--- src/rtl/mem_arbiter.sv ---
// Two-requester (fetch/data) arbiter onto a single memory port with one
// outstanding transaction and bounded data-side priority to prevent fetch starvation.
module mem_arbiter #(
  parameter int unsigned MAX_DGRANT = 4
) (
  input  logic        clk,
  input  logic        rst_n,
  input  logic [31:0] imem_addr,
  input  logic [3:0]  imem_rmask,
  output logic [31:0] imem_rdata,
  output logic        imem_resp,
  input  logic [31:0] dmem_addr,
  input  logic [3:0]  dmem_rmask,
  input  logic [3:0]  dmem_wmask,
  input  logic [31:0] dmem_wdata,
  output logic [31:0] dmem_rdata,
  output logic        dmem_resp,
  output logic [31:0] mem_addr,
  output logic [3:0]  mem_rmask,
  output logic [3:0]  mem_wmask,
  output logic [31:0] mem_wdata,
  input  logic [31:0] mem_rdata,
  input  logic        mem_resp
);

  typedef enum logic [1:0] {
    IDLE  = 2'd0,
    IBUSY = 2'd1,
    DBUSY = 2'd2
  } state_e;

  state_e      state_q, state_d;
  logic [2:0]  dstreak_q, dstreak_d;

  logic        ibuf_valid_q, ibuf_valid_d;
  logic [31:0] ibuf_addr_q, ibuf_addr_d;
  logic [3:0]  ibuf_rmask_q, ibuf_rmask_d;

  logic        dbuf_valid_q, dbuf_valid_d;
  logic [31:0] dbuf_addr_q, dbuf_addr_d;
  logic [3:0]  dbuf_rmask_q, dbuf_rmask_d;
  logic [3:0]  dbuf_wmask_q, dbuf_wmask_d;
  logic [31:0] dbuf_wdata_q, dbuf_wdata_d;

  logic [31:0] last_addr_q, last_addr_d;
  logic [31:0] last_wdata_q, last_wdata_d;

  logic        issue_i, issue_d;
  logic        i_blocked, d_blocked;

  // Next-state: arbitration, issue bookkeeping and request capture
  always_comb begin
    state_d      = state_q;
    dstreak_d    = dstreak_q;
    ibuf_valid_d = ibuf_valid_q;
    ibuf_addr_d  = ibuf_addr_q;
    ibuf_rmask_d = ibuf_rmask_q;
    dbuf_valid_d = dbuf_valid_q;
    dbuf_addr_d  = dbuf_addr_q;
    dbuf_rmask_d = dbuf_rmask_q;
    dbuf_wmask_d = dbuf_wmask_q;
    dbuf_wdata_d = dbuf_wdata_q;
    last_addr_d  = last_addr_q;
    last_wdata_d = last_wdata_q;
    issue_i      = 1'b0;
    issue_d      = 1'b0;

    case (state_q)
      IDLE: begin
        // Data side wins unless it has used up its streak while a fetch waits.
        if (dbuf_valid_q && !(ibuf_valid_q && (dstreak_q == 3'(MAX_DGRANT)))) begin
          issue_d = 1'b1;
        end else if (ibuf_valid_q) begin
          issue_i = 1'b1;
        end else begin
          state_d = IDLE;
        end
      end
      IBUSY: begin
        if (mem_resp) state_d = IDLE;
        else          state_d = IBUSY;
      end
      DBUSY: begin
        if (mem_resp) state_d = IDLE;
        else          state_d = DBUSY;
      end
      default: state_d = IDLE;
    endcase

    if (issue_i) begin
      state_d      = IBUSY;
      ibuf_valid_d = 1'b0;
      dstreak_d    = 3'd0;
      last_addr_d  = ibuf_addr_q;
    end else if (issue_d) begin
      state_d      = DBUSY;
      dbuf_valid_d = 1'b0;
      dstreak_d    = (dstreak_q < 3'(MAX_DGRANT)) ? dstreak_q + 3'd1 : dstreak_q;
      last_addr_d  = dbuf_addr_q;
      last_wdata_d = dbuf_wdata_q;
    end else begin
      dstreak_d    = dstreak_q;
    end

    // The completing cycle no longer counts as in flight, so a new request may land then.
    i_blocked = ibuf_valid_q || ((state_q == IBUSY) && !mem_resp);
    d_blocked = dbuf_valid_q || ((state_q == DBUSY) && !mem_resp);

    if ((imem_rmask != 4'd0) && !i_blocked) begin
      ibuf_valid_d = 1'b1;
      ibuf_addr_d  = imem_addr;
      ibuf_rmask_d = imem_rmask;
    end else begin
      ibuf_addr_d  = ibuf_addr_d;
    end

    if (((dmem_rmask != 4'd0) || (dmem_wmask != 4'd0)) && !d_blocked) begin
      dbuf_valid_d = 1'b1;
      dbuf_addr_d  = dmem_addr;
      dbuf_rmask_d = (dmem_wmask != 4'd0) ? 4'd0 : dmem_rmask;
      dbuf_wmask_d = dmem_wmask;
      dbuf_wdata_d = dmem_wdata;
    end else begin
      dbuf_addr_d  = dbuf_addr_d;
    end
  end

  // Output drive: issue pulse on the unified port and owner-routed responses
  always_comb begin
    mem_addr  = last_addr_d;
    mem_wdata = last_wdata_d;
    if (issue_i) begin
      mem_rmask = ibuf_rmask_q;
      mem_wmask = 4'd0;
    end else if (issue_d) begin
      mem_rmask = dbuf_rmask_q;
      mem_wmask = dbuf_wmask_q;
    end else begin
      mem_rmask = 4'd0;
      mem_wmask = 4'd0;
    end
    imem_resp  = (state_q == IBUSY) && mem_resp;
    dmem_resp  = (state_q == DBUSY) && mem_resp;
    imem_rdata = imem_resp ? mem_rdata : 32'd0;
    dmem_rdata = dmem_resp ? mem_rdata : 32'd0;
  end

  // State, streak counter, pending buffers and held port values
  always_ff @(posedge clk or negedge rst_n) begin
    if (!rst_n) begin
      state_q      <= IDLE;
      dstreak_q    <= 3'd0;
      ibuf_valid_q <= 1'b0;
      ibuf_addr_q  <= 32'd0;
      ibuf_rmask_q <= 4'd0;
      dbuf_valid_q <= 1'b0;
      dbuf_addr_q  <= 32'd0;
      dbuf_rmask_q <= 4'd0;
      dbuf_wmask_q <= 4'd0;
      dbuf_wdata_q <= 32'd0;
      last_addr_q  <= 32'd0;
      last_wdata_q <= 32'd0;
    end else begin
      state_q      <= state_d;
      dstreak_q    <= dstreak_d;
      ibuf_valid_q <= ibuf_valid_d;
      ibuf_addr_q  <= ibuf_addr_d;
      ibuf_rmask_q <= ibuf_rmask_d;
      dbuf_valid_q <= dbuf_valid_d;
      dbuf_addr_q  <= dbuf_addr_d;
      dbuf_rmask_q <= dbuf_rmask_d;
      dbuf_wmask_q <= dbuf_wmask_d;
      dbuf_wdata_q <= dbuf_wdata_d;
      last_addr_q  <= last_addr_d;
      last_wdata_q <= last_wdata_d;
    end
  end

endmodule

--- config.mk ---
export PLATFORM = sky130hd
export DESIGN_NAME = mem_arbiter
export DESIGN_NICKNAME = d
export VERILOG_FILES = /design/src/rtl/mem_arbiter.sv
export SDC_FILE = /design/constraint.sdc
export NUM_CORES = 1
export LEC_CHECK = 0
export BUFFER_PORTS_ARGS = -buffer_cell sky130_fd_sc_hd__buf_2
export CAP_MARGIN = 20
export CORE_ASPECT_RATIO = 1.5
export CORE_UTILIZATION = 50
export DETAILED_ROUTE_END_ITERATION = 6
export GPL_TIMING_DRIVEN = 0
export PLACE_DENSITY = 0.81
export REMOVE_ABC_BUFFERS = 1
export SLEW_MARGIN = 20
export SYNTH_ARGS = -nofsm -noshare
export SYNTH_HDL_FRONTEND = slang
export SYNTH_SLANG_ARGS = --single-unit
export TNS_END_PERCENT = 100
--- constraint.sdc ---
create_clock -name clk -period 2.7 [get_ports clk]
set_clock_uncertainty 0.2 [all_clocks]
set_input_delay 0.27 -clock clk [delete_from_list [all_inputs] [get_ports clk]]
set_output_delay 0.27 -clock clk [all_outputs]
set_load 0.03 [all_outputs]
# After elaboration in Yosys (flattened, before gate mapping)
# Cells that the tools add are included.
[classes] mux=31 n_addsub=1 magnitude_cmp=1 n_reduce_logical=26 eq_ne=6
[op_table] operator="2-to-1 mux 32 bit" count=6
[op_table] operator="2-to-1 mux 4 bit" count=5
[op_table] operator="nonzero test 4 bit" count=3
[op_table] operator="2-to-1 mux 1 bit" count=11
[op_table] operator="2-to-1 mux 2 bit" count=5
[op_table] operator="2-to-1 mux 3 bit" count=3
[op_table] operator="logical AND 1 bit" count=8
[op_table] operator="inequality test 4 bit (second input constant)" count=2
[op_table] operator="nonzero test 2 bit" count=4
[op_table] operator="case mux 2 bit (3 select lines)" count=1
[op_table] operator="AND reduction 2 bit" count=3
[op_table] operator="zero test 1 bit" count=4
[op_table] operator="adder 3 x 1 -> 3 bit (second input constant)" count=1
[op_table] operator="== test 3 bit (second input constant)" count=1
[op_table] operator="logical OR 1 bit" count=3
[op_table] operator="less-than comparator 3 bit (second input constant)" count=1
[op_table] operator="== test 2 x 1 -> 1 bit (second input constant)" count=1
[op_table] operator="== test 2 bit (second input constant)" count=1
[op_table] operator="zero test 2 bit" count=1
[op_table] operator="inequality test 2 x 1 -> 1 bit (second input constant)" count=1
[word_totals] reg_bits=179 in_bits=143 word_cells=77 out_inout_bits=138

# Depth between registers and ports, before layout
[logic_depth] word_depth=9 mapped_depth=7 mapped_depth_nobuf=5

# Least setup slack after synthesis
# OpenSTA, ideal clock, no wires.
[synth_timing] kind="reg2out" startpoint="register state_q[0]" endpoint="output mem_addr[10]" t_arrival_ps=1636 n_path_buf=1 path_stages_with_launch=7 path_slack_ps=594 required_ps=2230 path_cell_list="dfrtp_1 inv_1 ha_1 nand2_1 a21oi_1 clkbuf_1 a221o_1"
[synth_between] elab_chain_cells=4 word_cells_on_any_way=5 cone_classes="mux: 4; reduce/logical: 1"
[synth_lines] item="start: declaration" line="32" rtl="state_e state_q, state_d;"
[synth_lines] item="start signal: assignment" line="164" rtl="state_q <= state_d;"
[synth_lines] item="zero test 2 bit *" line="68" rtl="case (state_q)"
[synth_lines] item="2-to-1 mux 1 bit" line="68"
[synth_lines] item="2-to-1 mux 32 bit" line="95" rtl="end else if (issue_d) begin"
[synth_lines] item="2-to-1 mux 32 bit *" line="90" rtl="if (issue_i) begin"
[synth_lines] item="end: declaration" line="18" rtl="output logic [31:0] mem_addr,"
# Mark *: on every way between the ends. The rest lies on a longest branch, timed or not.

# Worst setup path after layout
[layout_timing] startpoint="register state_q[0]" endpoint="register dbuf_addr_q[2]"
[layout_between] elab_chain_cells=5
[layout_lines] item="== test 2 bit" line="107" rtl="d_blocked = dbuf_valid_q || ((state_q == DBUSY) && !mem_resp);"
[layout_lines] item="logical AND 1 bit" line="107"
[layout_lines] item="logical OR 1 bit" line="107"
[layout_lines] item="zero test 1 bit" line="117" rtl="if (((dmem_rmask != 4'd0) || (dmem_wmask != 4'd0)) && !d_blocked) begin"
[layout_lines] item="logical AND 1 bit" line="117"
[layout_lines] item="end signal: assignment" line="170" rtl="dbuf_addr_q <= dbuf_addr_d;"
[layout_lines] item="end: declaration" line="40" rtl="logic [31:0] dbuf_addr_q, dbuf_addr_d;"
# Every way passes these cells.
# A chain may end at the register's enable or synchronous reset.

==> results.sh <==
export IMPL_outcome="finished clean"
export IMPL_grt_pass1_vias=6639
export IMPL_multi_input_area_mm2=0.00304
export IMPL_cts_sinks=179
export IMPL_crit_chain="inv_1 > ha_2 > nor2b_1 > a211oi_4 > buf_6 > buf_8 > buf_8 > mux2_2"
export IMPL_synth_common_cells="179 x dfrtp_1, 109 x mux2_2, 65 x and3_1"
export IMPL_synth_edff_count=0
export IMPL_cts_root_buf="clkbuf_16"
export IMPL_drtAntennaViolNets=0
export IMPL_nets=1081
export IMPL_fin_setup_tns_ns=0
export IMPL_rsz0062_at_grt="yes"
export IMPL_synth_distinct_cells=32
export IMPL_finalHoldViolCount=0
export IMPL_port_buffers=280
export IMPL_power_density_mw_per_mm2=1420
export IMPL_wl_per_cell_um=20.9
export IMPL_drive_above_1_share=0.524
export IMPL_grt_pass1_wl_um=36400
export IMPL_synth_seq_area_share=0.586
export IMPL_antenna_found_initial=8
export IMPL_grt_start_max_net_pins=96
export IMPL_yosys_area_top_type="dfrtp_1"
export IMPL_core_area_mm2=0.0150
export IMPL_synth_most_common_cell="dfrtp_1"
export IMPL_gr_total_overflow=0
export IMPL_yosys_warnings=0
export IMPL_async_reset_ff_frac=1.00
export IMPL_stdcell_count=1151
export IMPL_place_inst=990
export IMPL_fin_crit_ns=2.67
export IMPL_slowest_stage="ha_2"
export IMPL_path_max_fanout=35
export IMPL_ys_flop_type="dfrtp_1"
export IMPL_drt_iter0_markers=307
export IMPL_vias=6253
export IMPL_syn_area_mm2=0.00764
export IMPL_tightestPinTransition_ns=0.806
export IMPL_finalCritPeriodShare=0.990
export IMPL_slew_headroom=0.463
export IMPL_drc=0
export IMPL_vdd_drop_max_mv=1.05
export IMPL_clk_latency_ns=0.42
export IMPL_max_cap_violations=0
export IMPL_clk_path_buf_depth=2
export IMPL_cp_required_ns=2.80
export IMPL_crit_path_max_incr_delay_ns=0.37
export IMPL_synth_seq_cells=179
export IMPL_setup_viol=0
export IMPL_power_leakage_nw=5.72
export IMPL_cts_htree_levels=4
export IMPL_rows=55
export IMPL_cts_tree="built"
export IMPL_synth_area_leaders="dfrtp_1 59%, mux2_2 16%, and3_1 5.3%, mux2_4 5.3%, a221o_1 4.2%"
export IMPL_clk_pin_slew_ns=0.09
export IMPL_boundaryPins=281
export IMPL_vias_per_cell=5.43
export IMPL_cts_buffers=17
export IMPL_netlist_instances=535
export IMPL_finalWeightedCongestion=0.775
export IMPL_dr_pass1_iters=5
export IMPL_dp_hpwl_um=14600
export IMPL_cp_end_kind="flip-flop"
export IMPL_wl_um=24000
export IMPL_regArea_mm2=0.00448
export IMPL_fp_dieW_um=103
export IMPL_cp_common_cell="buf_8"
export IMPL_die_area_mm2=0.0158
export IMPL_syn_area_per_cell_um2=14.3
export IMPL_initial_core_util=0.510
export IMPL_maxSlewViolCount=0
export IMPL_synth_top_area_frac=0.586
export IMPL_arrival_ns=2.77
export IMPL_areaGrowthSynthToFinish_pct=49.0
export IMPL_cp_start_kind="flip-flop"
export IMPL_die_height_um=153
export IMPL_fmax_mhz=374
export IMPL_worst_hold_path_type="input port to async pin"
export IMPL_n_fill_cell=929
export IMPL_critical_path_class="flip-flop to flip-flop"
export IMPL_grtUsageTotal=0.316
[cells by family (layout without fill, tap and decap cells)]
group	after synthesis	count (layout)	synth area share
compound gates	49	49	0.0601
mux	137	137	0.215
flops	179	179	0.586
xor+xnor	1	1	0.00115
other cells	0	6	0
simple gates	119	119	0.0998
fa+ha+maj	5	5	0.00818
buf+inv	45	456	0.0300
[critical path: cells and delay by family, from the launching register on]
family	cells	cell delay [ns]
simple gates	1	0.26
buf+inv	4	0.68
compound gates	1	0.33
fa+ha+maj	1	0.37
mux	1	0.35
flops	1	0.36
[power breakdown]
group / leakage, nW / switching [W] / internal, W
clock: 0.299 / 0.00123 / 0.00129
sequential: 2.12 / 0.000683 / 0.00406
combinational: 3.30 / 0.00504 / 0.00383
total: 5.72 / 0.00696 / 0.00919
[worst paths after layout]
check	from	to	slack [ns]	depth (start not counted)
hold reg to reg	last_wdata_q[16]$_DFF_PN0_	last_wdata_q[16]$_DFF_PN0_	0.29	1
min in group clk	last_wdata_q[16]$_DFF_PN0_	last_wdata_q[16]$_DFF_PN0_	0.29	1
hold / removal	rst_n	dbuf_addr_q[21]$_DFFE_PN0P_	0.20	2
setup / recovery	state_q[0]$_DFFE_PN0P_	dbuf_addr_q[2]$_DFFE_PN0P_	0.03	8
setup reg to reg	state_q[0]$_DFFE_PN0P_	dbuf_addr_q[2]$_DFFE_PN0P_	0.03	8
max in group asynchronous	rst_n	last_addr_q[7]$_DFF_PN0_	1.20	3
[layout make-up]
type | count | area share
Antenna cell | 6 | 0.00132
Clock buffer | 18 | 0.0386
Clock inverter | 14 | 0.0156
Inverter | 6 | 0.00198
Multi-Input combinational cell | 311 | 0.267
Sequential cell | 179 | 0.393
Tap cell | 199 | 0.0219
Timing Repair Buffer | 418 | 0.261
[cell usage in the layout, fill, tap and decap left out, types with 2 or more instances in the layout]
cell type and instances:
inv_6 5, ha_2 3, buf_12 3, inv_12 2
dlygate4sd3_1 109, buf_6 2, nor2_1 2, clkbuf_16 18
and3_1 64, nand2_1 3, clkbuf_4 9, inv_1 5
clkinv_8 5, mux2_2 109, dfrtp_1 178, buf_8 7
nor2b_1 3, a221o_1 32, buf_16 5, buf_4 20
a22o_1 5, mux2_4 27, buf_2 262, diode_2 6
a22o_4 3, and2_1 38
[layer usage]
| layer | share of wire | vias to the layer above | global-route usage |
|---|---|---|---|
| li1 | - | 2740 | - |
| met1 | 0.34 | 3107 | 0.334 |
| met2 | 0.52 | 329 | 0.522 |
| met3 | 0.072 | 75 | 0.0860 |
| met4 | 0.059 | 2 | 0.239 |
| met5 | 0.00046 | - | 0 |
[flip-flops by register name, summed over array words and instances (netlist names)]
signal / count
dbuf_addr_q: 32
state_q: 2
dbuf_rmask_q: 4
dbuf_valid_q: 1
dbuf_wmask_q: 4
dbuf_wdata_q: 32
ibuf_valid_q: 1
last_addr_q: 32
last_wdata_q: 32
ibuf_rmask_q: 4
ibuf_addr_q: 32
dstreak_q: 3
[metrics by stage]
stage	instance area (µm²)	utilization	worst slack, ns	power, W	hold slack, ns
2_1_floorplan	7440	-	-2.28	0.0102	-0.226
3_3_place_gp	9090	0.606	-4.42	0.0121	0.275
3_5_place_dp	9430	0.629	-0.409	0.0128	0.104
4_1_cts	11200	0.749	0.00157	0.0157	0.239
5_1_grt	11400	0.759	-0.0623	0.0169	0.236
6_report	11400	0.759	0.0258	0.0161	0.205
[what timing repair did]
| action | 4_1_cts | 5_1_grt |
|---|---|---|
| setup endpoints to repair | 141 | 71 |
| resized for setup | 8 | 29 |
| hold buffers | 109 | 0 |
| setup buffers | 6 | 8 |
| pin swaps | 3 | 11 |
| hold endpoints to repair | 192 | 0 |
Power figures use the tool's default switching activity.
